===== config.mk =====
export PLATFORM = sky130hd
export DESIGN_NAME = writeback_unit
export DESIGN_NICKNAME = d
export VERILOG_FILES = /design/src/rtl/wb_pkg.sv /design/src/rtl/wb_scoreboard.sv /design/src/rtl/writeback_unit.sv
export SDC_FILE = /design/constraint.sdc
export NUM_CORES = 1
export LEC_CHECK = 0
export CAP_MARGIN = 20
export CORE_MARGIN = 3
export CORE_UTILIZATION = 60
export DETAILED_ROUTE_END_ITERATION = 6
export GPL_ROUTABILITY_DRIVEN = 0
export PLACE_DENSITY_LB_ADDON = 0.2
export SLEW_MARGIN = 10
export SYNTH_ARGS = -nofsm -noshare
export SYNTH_HDL_FRONTEND = slang
export SYNTH_SLANG_ARGS = --single-unit

===== constraint.sdc =====
create_clock -name clk -period 3.2 [get_ports clk]
set_clock_uncertainty 0.2 [all_clocks]
set_input_delay 0.32 -clock clk [delete_from_list [all_inputs] [get_ports clk]]
set_output_delay 0.32 -clock clk [all_outputs]
set_load 0.005 [all_outputs]

===== src/rtl/wb_pkg.sv =====
// wb_pkg: shared widths and packed result-word layout between memory and writeback stages.
package wb_pkg;
  localparam int DW = 16;
  localparam int AW = 3;
  localparam int NREGS = 8;
  localparam int CNT_W = 32;
  localparam int WORD_W = DW + AW + 1;
  localparam int IS_STORE_BIT = 19;
  localparam int VAL_MSB = 18;
  localparam int VAL_LSB = 3;
  localparam int RD_MSB = 2;
  localparam int RD_LSB = 0;
  typedef struct packed {
    logic          is_store;
    logic [DW-1:0] val;
    logic [AW-1:0] rd;
  } wb_word_t;
endpackage


===== src/rtl/wb_scoreboard.sv =====
// wb_scoreboard: per-register pending bits (set beats clear) with bypass-aware busy lookup.
module wb_scoreboard
  import wb_pkg::*;
(
  input  logic          clk,
  input  logic          reset,
  input  logic          set_valid_i,
  input  logic [AW-1:0] set_rd_i,
  input  logic          clr_valid_i,
  input  logic [AW-1:0] clr_rd_i,
  input  logic [AW-1:0] rs1_addr_i,
  input  logic [AW-1:0] rs2_addr_i,
  output logic          rs1_busy_o,
  output logic          rs2_busy_o
);
  logic [NREGS-1:0] pending_q, pending_d, set_m, clr_m;
  always_comb begin
    set_m = (set_valid_i && set_rd_i != '0) ? {{(NREGS-1){1'b0}}, 1'b1} << set_rd_i : '0;
    clr_m = clr_valid_i ? {{(NREGS-1){1'b0}}, 1'b1} << clr_rd_i : '0;
    pending_d = ((pending_q & ~clr_m) | set_m) & {{(NREGS-1){1'b1}}, 1'b0};
  end
  always_ff @(posedge clk or negedge reset)
    if (!reset) pending_q <= '0;
    else pending_q <= pending_d;
  assign rs1_busy_o = pending_q[rs1_addr_i] & ~(clr_valid_i && clr_rd_i == rs1_addr_i);
  assign rs2_busy_o = pending_q[rs2_addr_i] & ~(clr_valid_i && clr_rd_i == rs2_addr_i);
endmodule


===== src/rtl/writeback_unit.sv =====
// writeback_unit: 8x16 register file write stage with read bypass and RAW scoreboard.
// Define WB_RETIRE_CNT_EN to add retire_cnt/store_cnt counters.
module writeback_unit
  import wb_pkg::*;
(
  input  logic              clk,
  input  logic              reset,
  input  logic              wb_valid,
  input  logic [WORD_W-1:0] rdvalmem,
  input  logic              mark_valid,
  input  logic [AW-1:0]     mark_rd,
  input  logic [AW-1:0]     rs1_addr,
  input  logic [AW-1:0]     rs2_addr,
  output logic [DW-1:0]     rs1_data,
  output logic [DW-1:0]     rs2_data,
  output logic              rs1_busy,
  output logic              rs2_busy,
  output logic              wb_done,
  output logic [AW-1:0]     wb_rd
`ifdef WB_RETIRE_CNT_EN
  ,
  output logic [CNT_W-1:0]  retire_cnt,
  output logic [CNT_W-1:0]  store_cnt
`endif
);
  wb_word_t      w;
  logic          do_write;
  logic [DW-1:0] regs_q [NREGS];
  logic          wb_done_q;
  logic [AW-1:0] wb_rd_q;
  assign w = rdvalmem;
  // gating with reset keeps the bypass from leaking a lost in-flight write
  assign do_write = reset & wb_valid & ~w.is_store & (w.rd != '0);
  always_ff @(posedge clk or negedge reset)
    if (!reset) begin
      for (int i = 0; i < NREGS; i++) regs_q[i] <= '0;
      wb_done_q <= 1'b0;
      wb_rd_q <= '0;
    end else begin
      if (do_write) regs_q[w.rd] <= w.val;
      if (do_write) wb_rd_q <= w.rd;
      wb_done_q <= do_write;
    end
  assign rs1_data = (rs1_addr == '0) ? '0 : (do_write && w.rd == rs1_addr) ? w.val : regs_q[rs1_addr];
  assign rs2_data = (rs2_addr == '0) ? '0 : (do_write && w.rd == rs2_addr) ? w.val : regs_q[rs2_addr];
  assign wb_done = wb_done_q;
  assign wb_rd = wb_rd_q;
  wb_scoreboard u_sb (
    .clk(clk),
    .reset(reset),
    .set_valid_i(mark_valid),
    .set_rd_i(mark_rd),
    .clr_valid_i(do_write),
    .clr_rd_i(w.rd),
    .rs1_addr_i(rs1_addr),
    .rs2_addr_i(rs2_addr),
    .rs1_busy_o(rs1_busy),
    .rs2_busy_o(rs2_busy)
  );
`ifdef WB_RETIRE_CNT_EN
  logic [CNT_W-1:0] retire_cnt_q, store_cnt_q;
  always_ff @(posedge clk or negedge reset)
    if (!reset) begin
      retire_cnt_q <= '0;
      store_cnt_q <= '0;
    end else begin
      if (wb_valid) retire_cnt_q <= retire_cnt_q + 1'b1;
      if (wb_valid && w.is_store) store_cnt_q <= store_cnt_q + 1'b1;
    end
  assign retire_cnt = retire_cnt_q;
  assign store_cnt = store_cnt_q;
`endif
endmodule


## After elaboration in Yosys (flattened, before gate mapping)

Cells that the tools add are included.

| cells by class | value |
|---|---|
| reductions and logical operators | 8 |
| equality and inequality tests | 2 |
| bitwise logic cells | 14 |
| muxes and demuxes | 19 |
| shifts and indexed selects | 2 |
| magnitude comparators | 6 |

Operators by type and width:

| kind | count |
|---|---|
| $mux 16 | 9 |
| $bwmux 128 | 1 |
| $bmux 16 s3 | 2 |
| $demux 16 s3 | 1 |
| $mux 8 | 2 |
| $shl 1x3->8 const A | 2 |
| $ge 4x4->1 const B | 3 |
| $not 3->4 | 3 |
| $and 8x8->8 | 1 |
| $lt 3x4->1 const B | 2 |
| $not 8->8 | 1 |
| $or 8x8->8 | 1 |
| $bmux 1 s3 | 2 |
| $eq 3x3->1 | 2 |
| $logic_not 3->1 | 2 |
| $reduce_bool 3->1 | 2 |
| $and 1x1->1 | 5 |
| $logic_and 1x1->1 | 4 |
| $lt 4x1->1 const B | 1 |
| $not 1->1 | 3 |
| $mux 1 | 2 |

| word-level totals | value |
|---|---|
| output and inout bits | 38 |
| register bits | 139 |
| input port bits | 33 |
| word-level logic and storage cells | 62 |

## Longest topological paths before layout

Gate-level depths: netlist (run 1).

| logic depth | value |
|---|---|
| word-level depth | 7 |
| mapped depth | 7 |
| gate-level depth less buffers | 4 |

## Hierarchy

From an unflattened synthesis (run 1), not the netlist that was laid out.

| second synthesis, totals | value |
|---|---|
| cell total of the unflattened synthesis | 563 |
| area total of the unflattened synthesis | 7948.9 um2 |

Modules (own cells, without submodules):

| module | times used | area an instance (um2) | sequential area each (um2) | cells each |
|---|---|---|---|---|
| writeback_unit | 1 | 7430.9 | 3303.2 | 506 |
| wb_scoreboard | 1 | 518.0 | 175.2 | 57 |

## Worst setup path after synthesis (run 1)

OpenSTA, ideal clock, no wires.

| timing path | value |
|---|---|
| kind | input to output |
| from | input port rdvalmem[2] |
| to | output port rs1_data[10] |
| slack | 1.037 ns |
| path buffers | 3 |
| cell stages on the path | 7 |
| required time | 2.680 ns |
| arrival | 1.643 ns |
| cells stage by stage | buf_4 nor4b_2 o2111ai_2 and2_1 buf_2 buf_6 a211oi_2 |

| between the ends | value |
|---|---|
| word-level cells in the longest chain between the ends | 5 |
| elaborated cells on any way between the ends | 6 |
| classes of those cells | 1 x eq/ne; 2 x mux; 1 x bitwise; 2 x reduce/logical |

RTL lines:

| element | line | text |
|---|---|---|
| start, declared | writeback_unit.sv:9 | `input logic [WORD_W-1:0] rdvalmem,` |
| $reduce_bool 3->1 | writeback_unit.sv:33 | `assign do_write = reset & wb_valid & ~w.is_store & (w.rd != '0);` |
| $and 1x1->1 | writeback_unit.sv:33 |  |
| $logic_and 1x1->1 * | writeback_unit.sv:44 | `assign rs1_data = (rs1_addr == '0) ? '0 : (do_write && w.rd == rs1_addr) ? w.val : regs_q[rs1_addr];` |
| $mux 16 * (2 in a row) | writeback_unit.sv:44 |  |
| end, declared | writeback_unit.sv:14 | `output logic [DW-1:0] rs1_data,` |

Every way passes the cells marked *; elsewhere a longest branch is shown, timed or not.

## Final worst setup path (run 1)

| timing path | value |
|---|---|
| from | input port rdvalmem[2] |
| to | output port rs1_data[15] |

Same word-level chain as after synthesis.

==> results of run 1 <==
-- logic make-up (layout without fill, tap and decap cells) --
| group | Yosys count | after routing | synth area share [%] |
|---|---|---|---|
| and+or+nand+nor | 39 | 39 | 3.27 |
| xor gates and xnor gates | 4 | 4 | 0.445 |
| buffers and inverters | 67 | 159 | 4.38 |
| muxes | 214 | 214 | 39.9 |
| DFF | 139 | 139 | 44.1 |
| AOI/OAI and AO/OA | 79 | 79 | 7.85 |
-- metal layers --
| layer | share of wire, % | wire [µm] | global-route usage [%] | vias to the layer above |
|---|---|---|---|---|
| li1 | - | - | - | 2265 |
| met3 | 6.9 | 1440 | 7.16 | 53 |
| met4 | 3.3 | 680 | 11.5 | 0 |
| met2 | 50 | 10500 | 49.8 | 238 |
| met1 | 40 | 8240 | 39.6 | 2785 |
| met5 | 0 | 0 | 0 | - |
-- power by group through the flow --
stage               clock, mW  sequential (mW)  combinational, mW
CTS                      1.99             2.28               1.28
floorplan                   0             2.22              0.821
global route             2.08             2.33               1.37
global placement            0             2.28               1.22
detailed placement          0             2.31               1.25
finish                   1.96             2.29               1.28
-- stage by stage --
step           TNS [ps]  instances  util [%]
2_1_floorplan         0        542         -
3_3_place_gp      -41.8        770      69.7
3_5_place_dp       -458        770      69.7
4_1_cts               0        803      74.6
5_1_grt               0        806      75.0
6_report              0        806      75.0
-- cells in the final DEF (no fill, tap or decap), types with 3 or more instances in the layout --
cell type and count:
o32ai_1 3, a21oi_1 32, nor2_1 3, o21ai_0 4, inv_1 7, mux2_2 105
clkbuf_16 17, clkinvlp_4 3, nand2_1 9, buf_12 5, inv_6 6, dfrtp_1 139
mux2i_1 34, clkdlybuf4s50_1 61, a211oi_2 23, buf_4 43, xnor2_1 4, clkinv_4 3
a211oi_1 9, mux2_4 9, mux4_2 66, buf_2 4
-- sequential cells by signal, summed over array words and instances, names as in the netlist --
register	count
wb_rd	3
regs_q	128
wb_done	1
u_sb.pending_q	7
-- final cells by class --
class                      count  area, µm²
clock buffer                  18        429
clock inverter                14        161
fill                         809       3180
inverter                       7       26.3
multi-input combinational    336       4110
sequential                   139       3480
tap                          172        215
timing repair buffer         120       1130
-- worst paths after layout --
kind / startpoint / endpoint / slack, ps / depth (start not counted)
max in group asynchronous: reset / regs_q[31] / 680 / 5
min in group asynchronous: reset / regs_q[1] / 260 / 2
worst min-delay path: regs_q[125] / regs_q[125] / 200 / 0
worst max-delay path: rdvalmem[2] / rs1_data[15] / 90 / 8
worst min register to register: regs_q[125] / regs_q[125] / 200 / 0
worst max register to register: regs_q[64] / regs_q[64] / 2180 / 1
-- what timing repair did --
item | in CTS | in global routing
buffers inserted | 0 | 2
hold buffers | 1 | 0
endpoints found under the hold margin | 57 | 0
endpoints found under the setup margin | 19 | 26
resized for setup | 7 | 9
gates cloned | 0 | 0
==> out/results.tsv, run 1 <==
stage	metric	value	unit
grt	largest net degree at the start of global routing	83	
clocking	CTS Root Cell	clkbuf_16	
yosys	cell accounting for the most synthesized area	dfrtp_1	
routing	routed len/inst	25.9	µm
final_layout	Ant. Diodes	0	
routing	drt via density	6.63	
critical_path	Crit Path Class	in2out	
clocking	Num CTS Buffers	17	
yosys	most common cell in the synthesized netlist	dfrtp_1	
sta	Slew @ Worst Pin	644	ps
sta	Pins Over Slew Limit	0	
place	Area after DPL	0.00886	mm²
place	I/O Buffers	70	
clocking	Skew-Pair Late Insertion Delay	420	ps
power_and_ir_drop	part of the power in combinational logic	23.1	%
critical_path	crit start category	input pin	
routing	via count	5341	
worst_hold_path	Hold Path Class	reg2reg	
routing	DRT iter0 DRCs	581	
yosys	syn nets	575	
power_and_ir_drop	Int Power	4.05	mW
place	hpwl dp	13.4	mm
floorplan	row cnt	41	
clocking	H-tree levels	4	
yosys	flops & latches, synth	139	
clocking	deepest clock path buffer count	2	
sta	RSZ-0062 raised after global routing	false	
grt	global-route wire length before repair	32.8	mm
sta	fin crit share	97.3	%
critical_path	WP data arrival	2590	ps
critical_path	Max stage delay on crit path	570	ps
flow_run	max-cap viol count	0	
critical_path	crit-path leading delay family	buffers and inverters	
clocking	TritonCTS clock tree	yes	
yosys	sequential-to-total area share from yosys stat	44.1	%
floorplan	die height	121	µm
power_and_ir_drop	sw frac	26.9	%
sta	post-route setup slack	87.8	ps
yosys	Avg Synthesized Cell Area	14.5	µm²
grt	Congestion Overflow GR	0	
sta	max_slew headroom	56.8	%
floorplan	Core Region	0.0127	mm²
place	pre-CTS setup slack	-76.3	ps
final_layout	fraction of layout cells with a size suffix above 1	47.3	%
yosys	Post-synth ARST share	100	%
yosys	Syn Inst Count	542	
power_and_ir_drop	Clk pwr share	35.5	%
floorplan	die area	0.0145	mm²
yosys	Synth top cells by count	dfrtp_1, mux2_2, mux4_2	
final_layout	Area Overhead vs Synth	21.1	%
clocking	clk slew on worst S/H paths	60	ps
yosys	Netlist Area Pre-Place	0.00788	mm²
power_and_ir_drop	Cell Pwr Density	580	mW/mm²
routing	final wirelength	20.8	mm
critical_path	CP max-delay cell	clkdlybuf4s50_1	
sta	# setup viols final	0	
critical_path	crit-path cells	clkdlybuf4s50_1 -> buf_4 -> nor4b_2 -> o2111ai_2 -> and2_4 -> buf_4 -> a211oi_2 -> clkdlybuf4s50_1	
grt	antenna violations before repair	0	
yosys	Area contributors post-synth	dfrtp_1, mux4_2, mux2_2	
floorplan	io pins	71	
routing	DRC viols	0	
final_layout	Design Area, Final	0.00954	mm²
yosys	Cell variety after synth	42	
status	outcome	completed	
critical_path	crit end category	output port	
critical_path	Bufs and invs on worst path	4	
grt	vias in the first global route	5713	
yosys	Syn. warnings	0	
routing	first drt pass iteration count	5	
power_and_ir_drop	total power	5.53	mW
power_and_ir_drop	VDD IR max	0.457	mV
power_and_ir_drop	P_sw	1.49	mW
yosys	Synth Flop Type	dfrtp_1	
floorplan	initial core utilization	61.9	%
sta	Final Hold Viols	0	
yosys	Yosys top cell area share	44.1	%
floorplan	Die X	121	µm
sta	maximum clock rate	321	MHz
sta	Fin Hold WS	200	ps
clocking	Sink Count	139	
sta	min cycle time layout	3110	ps
critical_path	Req. time, crit path	2680	ps
routing	Routed Antenna Nets	0	
grt	Total GRT Usage	30.3	%
critical_path	Worst Path Max Fanout	9	
yosys	EDFF count, synth	0	
final_layout	Final #Nets	654	
power_and_ir_drop	sequential power share	41.5	%
power_and_ir_drop	leakage power	4.16	nW
Note: power is estimated with default switching activity, not from simulation.
==> run 2: changes to the inputs <==
clock period = 3.7 ns   (was 3.2 ns; I/O delays follow)
==> run 2 against run 1 <==
Compared with the run above:
- first-iteration DRC count decreased by 24%
- flip-flop and latch count unchanged
- power decreased by 11%
- clock power decreased by 6%
- worst setup slack improved by 97 ps
- die area unchanged
- hold slack got worse by 40 ps
- cell area decreased by 1.4%
- via count decreased by 1.1%
- critical endpoint is now rs2_data[4]
- largest power group unchanged
==> out/results.tsv, run 2 (synthesis gave the netlist of run 1 again) <==
stage	metric	value	unit	change
clocking	clk slew on worst S/H paths	60	ps	about the same
sta	Fin Hold WS	160	ps	-39.9 ps
floorplan	Die X	121	µm	unchanged
floorplan	initial core utilization	61.9	%	unchanged
final_layout	Area Overhead vs Synth	19.5	%	
floorplan	die area	0.0145	mm²	unchanged
power_and_ir_drop	Int Power	3.65	mW	-9.8%
power_and_ir_drop	total power	4.90	mW	-11%
critical_path	Worst Path Max Fanout	23		+14
grt	global-route wire length before repair	31.9	mm	-2.7%
power_and_ir_drop	Clk pwr share	37.5	%	+2.0 points
routing	DRC viols	0		unchanged
final_layout	most common cell after layout, fill and taps aside	dfrtp_1		
power_and_ir_drop	P_sw	1.25	mW	-16%
critical_path	Bufs and invs on worst path	4		unchanged
power_and_ir_drop	VDD IR max	0.458	mV	+0.11%
critical_path	CP max-delay cell	clkdlybuf4s50_1		
sta	max_slew headroom	42.0	%	-15 points
sta	# setup viols final	0		unchanged
place	I/O Buffers	70		unchanged
worst_hold_path	Hold Path Class	in2async		
grt	vias in the first global route	5674		-0.68%
routing	first drt pass iteration count	5		unchanged
sta	Pins Over Slew Limit	0		unchanged
floorplan	row cnt	41		unchanged
status	outcome	completed		
clocking	CTS Root Cell	clkbuf_16		
final_layout	fraction of layout cells with a size suffix above 1	45.3	%	-2.0 points
critical_path	reg2reg start	regs_q[30]		
final_layout	Ant. Diodes	0		unchanged
critical_path	crit-path leading delay family	buffers and inverters		
floorplan	die height	121	µm	unchanged
routing	drt via density	6.65		+0.39%
clocking	TritonCTS clock tree	yes		
power_and_ir_drop	leakage power	4.08	nW	-1.9%
sta	min cycle time layout	3520	ps	
clocking	Num CTS Buffers	17		unchanged
place	placed cell count	761		-1.2%
clocking	H-tree levels	4		unchanged
final_layout	commonest cells after routing, fill and taps aside	dfrtp_1, mux2_2, mux4_2, clkdlybuf4s50_1, buf_4		
critical_path	crit-path cells	dlygate4sd3_1 -> buf_6 -> and4b_1 -> nand4_1 -> and2_2 -> buf_4 -> a211oi_1 -> clkdlybuf4s50_1		
sta	fin crit share	95.0	%	
place	hpwl dp	13.1	mm	-1.9%
final_layout	Largest register FFs	128		unchanged
clocking	Skew-Pair Late Insertion Delay	420	ps	about the same
critical_path	crit end category	output port		
sta	Final Hold Viols	0		unchanged
routing	via count	5282		-1.1%
critical_path	crit start category	input pin		
clocking	Sink Count	139		unchanged
final_layout	Final Util	74.0	%	-1.0 points
grt	Congestion Overflow GR	0		unchanged
grt	largest net degree at the start of global routing	70		-16%
critical_path	WP data arrival	2950	ps	+360 ps
floorplan	io pins	71		unchanged
power_and_ir_drop	sequential power share	40.4	%	-1.1 points
power_and_ir_drop	sw frac	25.6	%	-1.3 points
flow_run	max-cap viol count	0		unchanged
critical_path	critical path startpoint	reset		
grt	Total GRT Usage	29.6	%	-0.74 points
sta	setup TNS	0	ps	unchanged
critical_path	Max stage delay on crit path	550	ps	-20 ps
routing	Routed Antenna Nets	0		unchanged
routing	DRT iter0 DRCs	442		-24%
final_layout	post-route insts no fill	794		-1.5%
critical_path	Crit Path Class	in2out		
routing	routed len/inst	25.4	µm	-1.7%
power_and_ir_drop	part of the power in combinational logic	22.1	%	-1.0 points
critical_path	Req. time, crit path	3130	ps	+450 ps
final_layout	Reg with most FFs	regs_q		
final_layout	Final #Nets	642		-1.8%
clocking	postcts setup bufs	0		unchanged
power_and_ir_drop	Cell Pwr Density	521	mW/mm²	-10%
sta	Slew @ Worst Pin	871	ps	+227 ps
grt	antenna violations before repair	0		unchanged
clocking	deepest clock path buffer count	2		unchanged
routing	final wirelength	20.2	mm	-3.2%
sta	maximum clock rate	284	MHz	
floorplan	Core Region	0.0127	mm²	unchanged
[run 2: final timing paths]
path                               endpoint  slack [ps]  depth (start not counted)
worst max-delay path            rs2_data[4]         180                          8
worst min-delay path            regs_q[113]         160                          2
worst max register to register   regs_q[30]        2690                          1
worst min register to register  regs_q[126]         200                          0
max in group asynchronous        regs_q[67]        1400                          4
min in group clk                regs_q[126]         200                          0
[run 2: power groups by stage]
stage                     logic, mW  registers [mW]  clock network, mW
after global placement         1.05            1.97                  0
after detailed placement       1.08            1.99                  0
final                          1.08            1.98               1.84
after global routing           1.16            2.01               1.92
after CTS                      1.09            1.97               1.86
after floorplan               0.710            1.92                  0
[run 2: per-layer routing]
layer  share of wire [%]  GRT usage [%]  vias up
li1                    -              -     2251
met2                  52           49.0      215
met1                  39           37.9     2776
met5                   0              0        -
met4                 3.1           12.7        0
met3                 5.9           6.55       40
[run 2: through the flow]
stage / setup WS [ps] / area, µm²
3_5_place_dp: 230 / 8760
5_1_grt: -0.0409 / 9410
3_3_place_gp: 290 / 8760
2_1_floorplan: 1440 / 7880
6_report: 185 / 9410
4_1_cts: 116 / 9410
[run 2: final cells by class]
type / instances / area [µm²]
clock buffers: 19 / 453
well taps: 172 / 215
inverters: 7 / 26.3
fillers: 840 / 3310
multi-input cells: 336 / 4070
flip-flops and latches: 139 / 3480
clock inverters: 13 / 191
repair buffers: 108 / 982
[run 2: what timing repair did]
action | 4_1_cts | 5_1_grt
hold buffers | 1 | 0
resized for setup | 0 | 1
endpoints found under the setup margin | 0 | 8
endpoints found under the hold margin | 18 | 0
==> run 3: changes to the inputs <==
DONT_BUFFER_PORTS = 1   (was unset)
==> run 3 against run 2 <==
Compared with the run above:
- the flow now finishes with violations (hold timing)
- wire length down 3.2%
- largest cell class unchanged
- clock power up 3%
- flip-flop and latch count unchanged
- final cell count down 8.3%
- via count down 6.3%
==> out/results.tsv, run 3 (synthesis gave the netlist of run 1 again) <==
stage	metric	value	unit	change
grt	global-route wire length before repair	31.1	mm	-2.8%
final_layout	Ant. Diodes	0		unchanged
routing	Routed Antenna Nets	0		unchanged
final_layout	fill cell count	897		+6.8%
clocking	CTS Hold Buffers Added	26		+25
sta	Slew @ Worst Pin	504	ps	-367 ps
routing	DRT iter0 DRCs	548		+24%
floorplan	die height	121	µm	unchanged
grt	antenna violations before repair	0		unchanged
place	hpwl dp	11.4	mm	-13%
critical_path	crit end category	output port		
final_layout	Reg with most FFs	regs_q		
clocking	clk slew on worst S/H paths	60	ps	about the same
grt	vias in the first global route	5311		-6.4%
sta	maximum clock rate	402	MHz	+41%
clocking	Skew-Pair Late Insertion Delay	420	ps	about the same
routing	drt via density	6.80		+2.2%
final_layout	commonest cells after routing, fill and taps aside	dfrtp_1, mux2_2, mux4_2, mux2i_1, a21oi_1		
sta	fin crit share	67.3	%	-28 points
grt	Congestion Overflow GR	0		unchanged
clocking	deepest clock path buffer count	2		unchanged
grt	largest net degree at the start of global routing	144		+110%
sta	RSZ-0062 raised after global routing	false		
sta	min cycle time layout	2490	ps	-1030 ps
floorplan	io pins	71		unchanged
clocking	postcts setup bufs	0		unchanged
sta	# setup viols final	0		unchanged
sta	Pins Over Slew Limit	0		unchanged
final_layout	Final Util	69.3	%	-4.7 points
routing	first drt pass iteration count	5		unchanged
status	outcome	finished, violations left		
status	failing checks	hold timing		
routing	DRC viols	0		unchanged
clocking	Num CTS Buffers	17		unchanged
sta	setup TNS	0	ps	unchanged
sta	Final Hold Viols	139		+139
clocking	CTS Root Cell	clkbuf_16		
critical_path	Worst Path Max Fanout	17		-26%
final_layout	Largest register FFs	128		unchanged
floorplan	row cnt	41		unchanged
sta	max_slew headroom	66.2	%	+24 points
power_and_ir_drop	Cell Pwr Density	529	mW/mm²	+1.6%
clocking	Sink Count	139		unchanged
routing	via count	4951		-6.3%
final_layout	fraction of layout cells with a size suffix above 1	45.5	%	+0.17 points
worst_hold_path	Hold Path Class	in2async		
final_layout	Final #Nets	576		-10%
critical_path	WP data arrival	1920	ps	-1030 ps
grt	Total GRT Usage	29.0	%	-0.56 points
floorplan	die area	0.0145	mm²	unchanged
routing	final wirelength	19.5	mm	-3.2%
clocking	TritonCTS clock tree	yes		
flow_run	max-cap viol count	0		unchanged
final_layout	Area Overhead vs Synth	11.9	%	
routing	routed len/inst	26.8	µm	+5.6%
clocking	H-tree levels	4		unchanged
critical_path	Crit Path Class	in2out		
floorplan	Core Region	0.0127	mm²	unchanged
critical_path	Req. time, crit path	3130	ps	about the same
floorplan	Die X	121	µm	unchanged
power_and_ir_drop	leakage power	3.80	nW	-6.9%
clocking	Resize count post-CTS	0		unchanged
sta	Fin Hold WS	-564	ps	-724 ps
place	I/O Buffers	0		-100%
critical_path	crit start category	input pin		
power_and_ir_drop	VDD IR max	0.479	mV	+4.6%
floorplan	initial core utilization	61.9	%	unchanged
final_layout	most common cell after layout, fill and taps aside	dfrtp_1		
[run 3: metal layers]
metal,track usage (%),wire length (µm),part of all wire [%]
met2,45.4,9510,49
met5,0,0,0
met3,8.70,1390,7.1
met1,39.0,8200,42
met4,10.3,433,2.2
[run 3: cell type report]
type,count,area [µm²],share of cell area (%)
multi-input cells,336,4070,46.1
flip-flops and latches,139,3480,39.4
clock buffers,21,460,5.22
repair buffers,42,380,4.31
well taps,172,215,2.44
clock inverters,11,191,2.17
inverters,7,26.3,0.298
[run 3: through the flow]
step,hold slack (ps),setup WS (ps),cell area (µm²),std cells,power [mW]
floorplan,-126,1440,7880,542,2.63
global placement,-121,1230,7910,670,2.71
detailed placement,-121,1220,7910,670,2.75
CTS,-579,1220,8820,728,4.68
global route,-583,1150,8820,728,4.85
finish,-564,1210,8820,728,4.66
[run 3: worst max-delay path, stage by stage]
cell and delay (ps):
nor4b_2 280, o2111ai_2 150, buf_4 240, and2_1 310
buf_4 280, a211oi_1 290
[run 3: worst paths after layout]
kind / startpoint / endpoint / slack [ps] / depth (start not counted)
worst max-delay path: rdvalmem[2] / rs1_data[5] / 1210 / 6
worst min-delay path: reset / regs_q[93] / -560 / 0
worst max register to register: u_sb.pending_q[4] / u_sb.pending_q[4] / 2250 / 3
worst min register to register: regs_q[112] / regs_q[112] / 200 / 0
max in group asynchronous: reset / regs_q[0] / 3690 / 0
min in group clk: rdvalmem[0] / u_sb.pending_q[6] / 50 / 2
[run 3: power by group]
part	switching [mW]	internal, mW	total, mW	leakage (nW)
Sequential	0.190	1.78	1.97	1.78
Clock	0.656	1.23	1.89	0.309
Combinational	0.261	0.545	0.806	1.71
